### src/rtl/loader_sdram_bridge.sv
// Loader-to-SDRAM bridge: queues loader bytes in a small FIFO and replays them
// as SDRAM writes, one per NES clock-enable slot.
module loader_sdram_bridge #(
  parameter int         ADDR_W     = 22,
  parameter int         DATA_W     = 8,
  parameter int         FIFO_LOG2  = 3,
  parameter logic [1:0] SLOT_PHASE = 2'd3
) (
  input  logic                 clock,
  input  logic                 R_reset,
  input  logic [1:0]           i_nes_ce,
  input  logic                 i_wr,
  input  logic [ADDR_W-1:0]    i_addr,
  input  logic [DATA_W-1:0]    i_data,
  input  logic                 i_load_done,
  output logic                 o_mem_we,
  output logic [ADDR_W-1:0]    o_mem_addr,
  output logic [DATA_W-1:0]    o_mem_data,
  output logic                 o_busy,
  output logic                 o_overflow,
  output logic [FIFO_LOG2:0]   o_level
);

  localparam int DEPTH = 1 << FIFO_LOG2;

  typedef enum logic {
    S_IDLE,
    S_WRITE
  } state_t;

  state_t state_q, state_d;

  logic [ADDR_W-1:0]    fifo_addr_q [DEPTH];
  logic [DATA_W-1:0]    fifo_data_q [DEPTH];

  logic [FIFO_LOG2-1:0] wr_ptr_q, wr_ptr_d;
  logic [FIFO_LOG2-1:0] rd_ptr_q, rd_ptr_d;
  logic [FIFO_LOG2:0]   level_q, level_d;

  logic                 mem_we_q, mem_we_d;
  logic [ADDR_W-1:0]    mem_addr_q, mem_addr_d;
  logic [DATA_W-1:0]    mem_data_q, mem_data_d;
  logic                 overflow_q, overflow_d;

  logic slot;
  logic empty;
  logic full;
  logic pop;
  logic push_req;
  logic push;

  // Level never exceeds DEPTH, so its top bit alone flags a full FIFO.
  assign slot     = (i_nes_ce == SLOT_PHASE);
  assign empty    = (level_q == '0);
  assign full     = level_q[FIFO_LOG2];
  assign pop      = slot & ~empty;
  assign push_req = i_wr & ~i_load_done;
  assign push     = push_req & (~full | pop);

  always_comb begin
    wr_ptr_d   = wr_ptr_q;
    rd_ptr_d   = rd_ptr_q;
    level_d    = level_q;
    overflow_d = overflow_q | (push_req & ~push);

    if (push) begin
      wr_ptr_d = wr_ptr_q + 1'b1;
    end
    if (pop) begin
      rd_ptr_d = rd_ptr_q + 1'b1;
    end

    unique case ({push, pop})
      2'b10:   level_d = level_q + 1'b1;
      2'b01:   level_d = level_q - 1'b1;
      default: level_d = level_q;
    endcase
  end

  always_comb begin
    state_d    = state_q;
    mem_we_d   = mem_we_q;
    mem_addr_d = mem_addr_q;
    mem_data_d = mem_data_q;

    if (slot) begin
      unique case (state_q)
        S_IDLE: begin
          if (pop) begin
            mem_addr_d = fifo_addr_q[rd_ptr_q];
            mem_data_d = fifo_data_q[rd_ptr_q];
            mem_we_d   = 1'b1;
            state_d    = S_WRITE;
          end
        end
        S_WRITE: begin
          if (pop) begin
            mem_addr_d = fifo_addr_q[rd_ptr_q];
            mem_data_d = fifo_data_q[rd_ptr_q];
            mem_we_d   = 1'b1;
          end else begin
            mem_we_d   = 1'b0;
            state_d    = S_IDLE;
          end
        end
        default: begin
          mem_we_d = 1'b0;
          state_d  = S_IDLE;
        end
      endcase
    end
  end

  // Storage needs no reset: pointers and level define which entries are live.
  always_ff @(posedge clock) begin
    if (push) begin
      fifo_addr_q[wr_ptr_q] <= i_addr;
      fifo_data_q[wr_ptr_q] <= i_data;
    end
  end

  always_ff @(posedge clock) begin
    if (R_reset) begin
      state_q    <= S_IDLE;
      wr_ptr_q   <= '0;
      rd_ptr_q   <= '0;
      level_q    <= '0;
      mem_we_q   <= 1'b0;
      mem_addr_q <= '0;
      mem_data_q <= '0;
      overflow_q <= 1'b0;
    end else begin
      state_q    <= state_d;
      wr_ptr_q   <= wr_ptr_d;
      rd_ptr_q   <= rd_ptr_d;
      level_q    <= level_d;
      mem_we_q   <= mem_we_d;
      mem_addr_q <= mem_addr_d;
      mem_data_q <= mem_data_d;
      overflow_q <= overflow_d;
    end
  end

  assign o_mem_we   = mem_we_q;
  assign o_mem_addr = mem_addr_q;
  assign o_mem_data = mem_data_q;
  assign o_busy     = ~empty | mem_we_q;
  assign o_overflow = overflow_q;
  assign o_level    = level_q;

endmodule
### config.mk
export PLATFORM = sky130hd
export DESIGN_NAME = loader_sdram_bridge
export DESIGN_NICKNAME = d
export VERILOG_FILES = /design/src/rtl/loader_sdram_bridge.sv
export SDC_FILE = /design/constraint.sdc
export NUM_CORES = 1
export LEC_CHECK = 0
export BUFFER_PORTS_ARGS = -buffer_cell sky130_fd_sc_hd__buf_4
export CELL_PAD_IN_SITES_DETAIL_PLACEMENT = 1
export CELL_PAD_IN_SITES_GLOBAL_PLACEMENT = 2
export CORE_AREA = 5 5 152 154
export DETAILED_ROUTE_END_ITERATION = 10
export DIE_AREA = 0 0 157 159
export GPL_ROUTABILITY_DRIVEN = 0
export HOLD_SLACK_MARGIN = 0.06
export PLACE_DENSITY_LB_ADDON = 0.1
export SYNTH_ARGS = -nofsm -noshare
export SYNTH_HDL_FRONTEND = slang
export SYNTH_SLANG_ARGS = --single-unit
### constraint.sdc
create_clock -name clock -period 9.6 [get_ports clock]
set_clock_uncertainty 0.2 [all_clocks]
set_input_delay 0.96 -clock clock [delete_from_list [all_inputs] [get_ports clock]]
set_output_delay 0.96 -clock clock [all_outputs]
set_load 0.01 [all_outputs]
==> results.json <==
{
  "setup_total_negative_slack_ns": 0,
  "crit_arrival_ns": 3.54,
  "final_util": 0.579,
  "cts.hold.buffers_added": 0,
  "muxShareOfSynthArea": 0.130,
  "fp.dieArea_sq_um": 25000,
  "wl_per_cell_microns": 23.6,
  "clk_pin_slew_ns": 0.06,
  "ys_async_sr_fraction": 0,
  "synth_compound_area_frac": 0.0243,
  "synth-seq-cells": 283,
  "maxSlewHeadroom": 0.287,
  "synthesis.nets": 576,
  "via_count": 5182,
  "antenna_left": 0,
  "antennaDiodeCount": 0,
  "internal_power_mw": 2.15,
  "ys_types": 42,
  "grt_usage": 0.177,
  "drive_gt1_frac": 0.366,
  "ys.flop_type": "edfxtp_1",
  "root_buffer": "clkbuf_16",
  "dp_hpwl_mm": 12.4,
  "synth-adder-area-share": 0.00589,
  "power.density_nw_per_um2": 219,
  "min_period_ns": 3.28,
  "yosysSeqAreaShare": 0.759,
  "peakVddDrop_v": 0.000203,
  "dpl-instance-area_sq_um": 11500,
  "vias_per_cell": 5.62,
  "critPathCaptureType": "flop",
  "critical_path_required_ns": 9.86,
  "synth_top_area_share": 0.678,
  "antenna_found_initial": 0,
  "synth_top_family_by_area": "multiplexers",
  "yosysTopAreaCell": "edfxtp_1",
  "stdcell_count": 922,
  "p_leak_nw": 4.09,
  "grt_pass1_wl_mm": 33.8,
  "ioPinCount": 73,
  "synth_area_leaders": "edfxtp_1 (68%), mux4_2 (13%), dfxtp_1 (8.1%)",
  "synth_warnings": 0,
  "yosys.area_share.simple": 0.0566,
  "finalCritPeriodShare": 0.342,
  "fillers": 1883,
  "post_cts_buffers": 0,
  "start_util": 0.493,
  "power.switching_uw": 584,
  "worst_pin_slew_ns": 1.07,
  "setup_viol": 0,
  "wirelength_mm": 21.8,
  "grt_pass1_vias": 5764,
  "clock.fmax_ghz": 0.304,
  "outcome": "complete, no violations",
  "hold_depth": 2,
  "coreArea_sq_um": 21600,
  "r2r_cells": 10,
  "synthCells": 535,
  "synth_xor_area_frac": 0.00577,
  "clock-sinks": 283,
  "io_buffers": 72,
  "critPathMaxFanout": 34,
  "netSwitchingFraction": 0.214,
  "drc": 0,
  "stdcell_area_sq_um": 12500,
  "ctsLongestPathBuffers": 3,
  "post_synth.cell_area_avg_sq_um": 19.9,
  "worstSetupPathType": "primary input to flop",
  "placed_cells": 868,
  "area_growth_pct": 17.5,
  "htree_levels": 1,
  "maxSlewViolCount": 0,
  "synth-edff-count": 240,
  "cp-start-kind": "primary input",
  "drtPass1Iterations": 4,
  "die_w_microns": 157,
  "p_seq_frac": 0.506,
  "nets": 660,
  "max_cap_viol_count": 0,
  "rows": 54,
  "grt_max_degree": 45,
  "drt_iter0_drc": 314,
  "cts_buffers": 29,
  "cts_repair_resize_count": 0,
  "grt-ovfl-total": 0,
  "rsz0062_at_grt": "no",
  "cts_tree": "done",
  "hold_viol": 0,
  "syn_area_sq_um": 10600,
  "clkPwrFrac": 0.427,
  "die_y_microns": 159,
  "worst_hold_path_type": "flop to flop",
  "clkLatencyLatePin_ns": 0.55,
  "pwr-share-comb": 0.068
}
-- registers in the layout, indices dropped and copies added, names as in the netlist --
register	count
fifo_addr_q	176
fifo_data_q	64
o_mem_addr	22
o_mem_data	8
o_level	4
rd_ptr_q	3
wr_ptr_q	3
o_mem_we	1
o_overflow	1
state_q	1
-- per-layer routing --
metal	vias up	track usage	routed length, microns
li1	2324	-	-
met1	2717	0.239	9160
met2	109	0.306	11200
met3	32	0.0253	940
met4	0	0.0422	418
met5	-	0	0
-- cell usage in the layout, fill, tap and decap left out, types with 4 or more instances in the layout --
master / n
edfxtp_1: 240
buf_4: 83
mux4_2: 60
dfxtp_1: 41
nor2_1: 40
o22ai_1: 30
clkbuf_16: 29
nor3_2: 27
nand2_1: 8
nor3_1: 7
clkinv_2: 6
a21oi_1: 5
ha_1: 5
clkbuf_8: 5
xor2_1: 4
bufinv_16: 4
clkinvlp_4: 4
-- worst max-delay path, cell delays in order --
cell	delay, ns
buf_4	0.08
and2_1	0.34
nand2_2	0.15
inv_2	0.61
ha_1	0.38
xor2_1	0.18
ha_1	0.16
a21oi_1	0.05
xor2_1	0.16
or3_1	0.32
a21oi_1	0.14
-- area by class of cell --
type                            instances  area, sq um  share of cell area
Sequential cell                       283         8070               0.646
Tap cell                              280          350              0.0281
Inverter                                4         15.0             0.00120
Timing Repair Buffer                   83          623              0.0499
Clock inverter                         19          214              0.0171
Multi-Input combinational cell        218         2410               0.193
Clock buffer                           35          798              0.0639
-- kinds of logic after synthesis --
logic type / Yosys count
and+or+nand+nor: 101
AOI/OAI and AO/OA: 42
DFF: 283
adders and majority gates: 5
buffers and inverters: 34
muxes: 63
xor gates and xnor gates: 7
-- power by group through the flow --
| stage | Sequential (mW) | Clock, mW | Combinational [mW] |
|---|---|---|---|
| finish | 1.38 | 1.17 | 0.185 |
| detailed placement | 1.41 | 0 | 0.188 |
| floorplan | 1.40 | 0 | 0.113 |
| global route | 1.38 | 1.25 | 0.202 |
| CTS | 1.38 | 1.19 | 0.189 |
| global placement | 1.41 | 0 | 0.182 |
-- path summary, 6_finish.rpt --
kind                                                end                    start  slack (ns)
worst max-delay path            o_level[2]$_SDFFE_PP0P_              i_nes_ce[0]        6.32
worst min-delay path               state_q$_SDFFE_PP0P_     state_q$_SDFFE_PP0P_        0.26
worst max register to register  o_level[2]$_SDFFE_PP0P_  o_level[3]$_SDFFE_PP0P_        6.44
worst min register to register     state_q$_SDFFE_PP0P_     state_q$_SDFFE_PP0P_        0.26
-- Yosys cell counts, types with 4 or more instances --
cell type,count
mux4_2,60
nor3_2,23
buf_6,4
nor2_1,43
clkbuf_1,11
ha_1,5
a21oi_1,5
nor3_1,11
o22ai_1,30
xor2_1,4
nand2_1,8
edfxtp_1,240
buf_2,10
dfxtp_1,43
-- stage by stage --
stage	power [mW]	hold WS [ns]	worst slack, ns
6_report	2.73	0.261	6.32
5_1_grt	2.84	0.296	6.15
4_1_cts	2.76	0.264	6.31
3_5_place_dp	1.60	0.255	5.76
3_3_place_gp	1.59	0.249	5.87
2_1_floorplan	1.52	0.237	4.62
(Power assumes the default switching activity.)
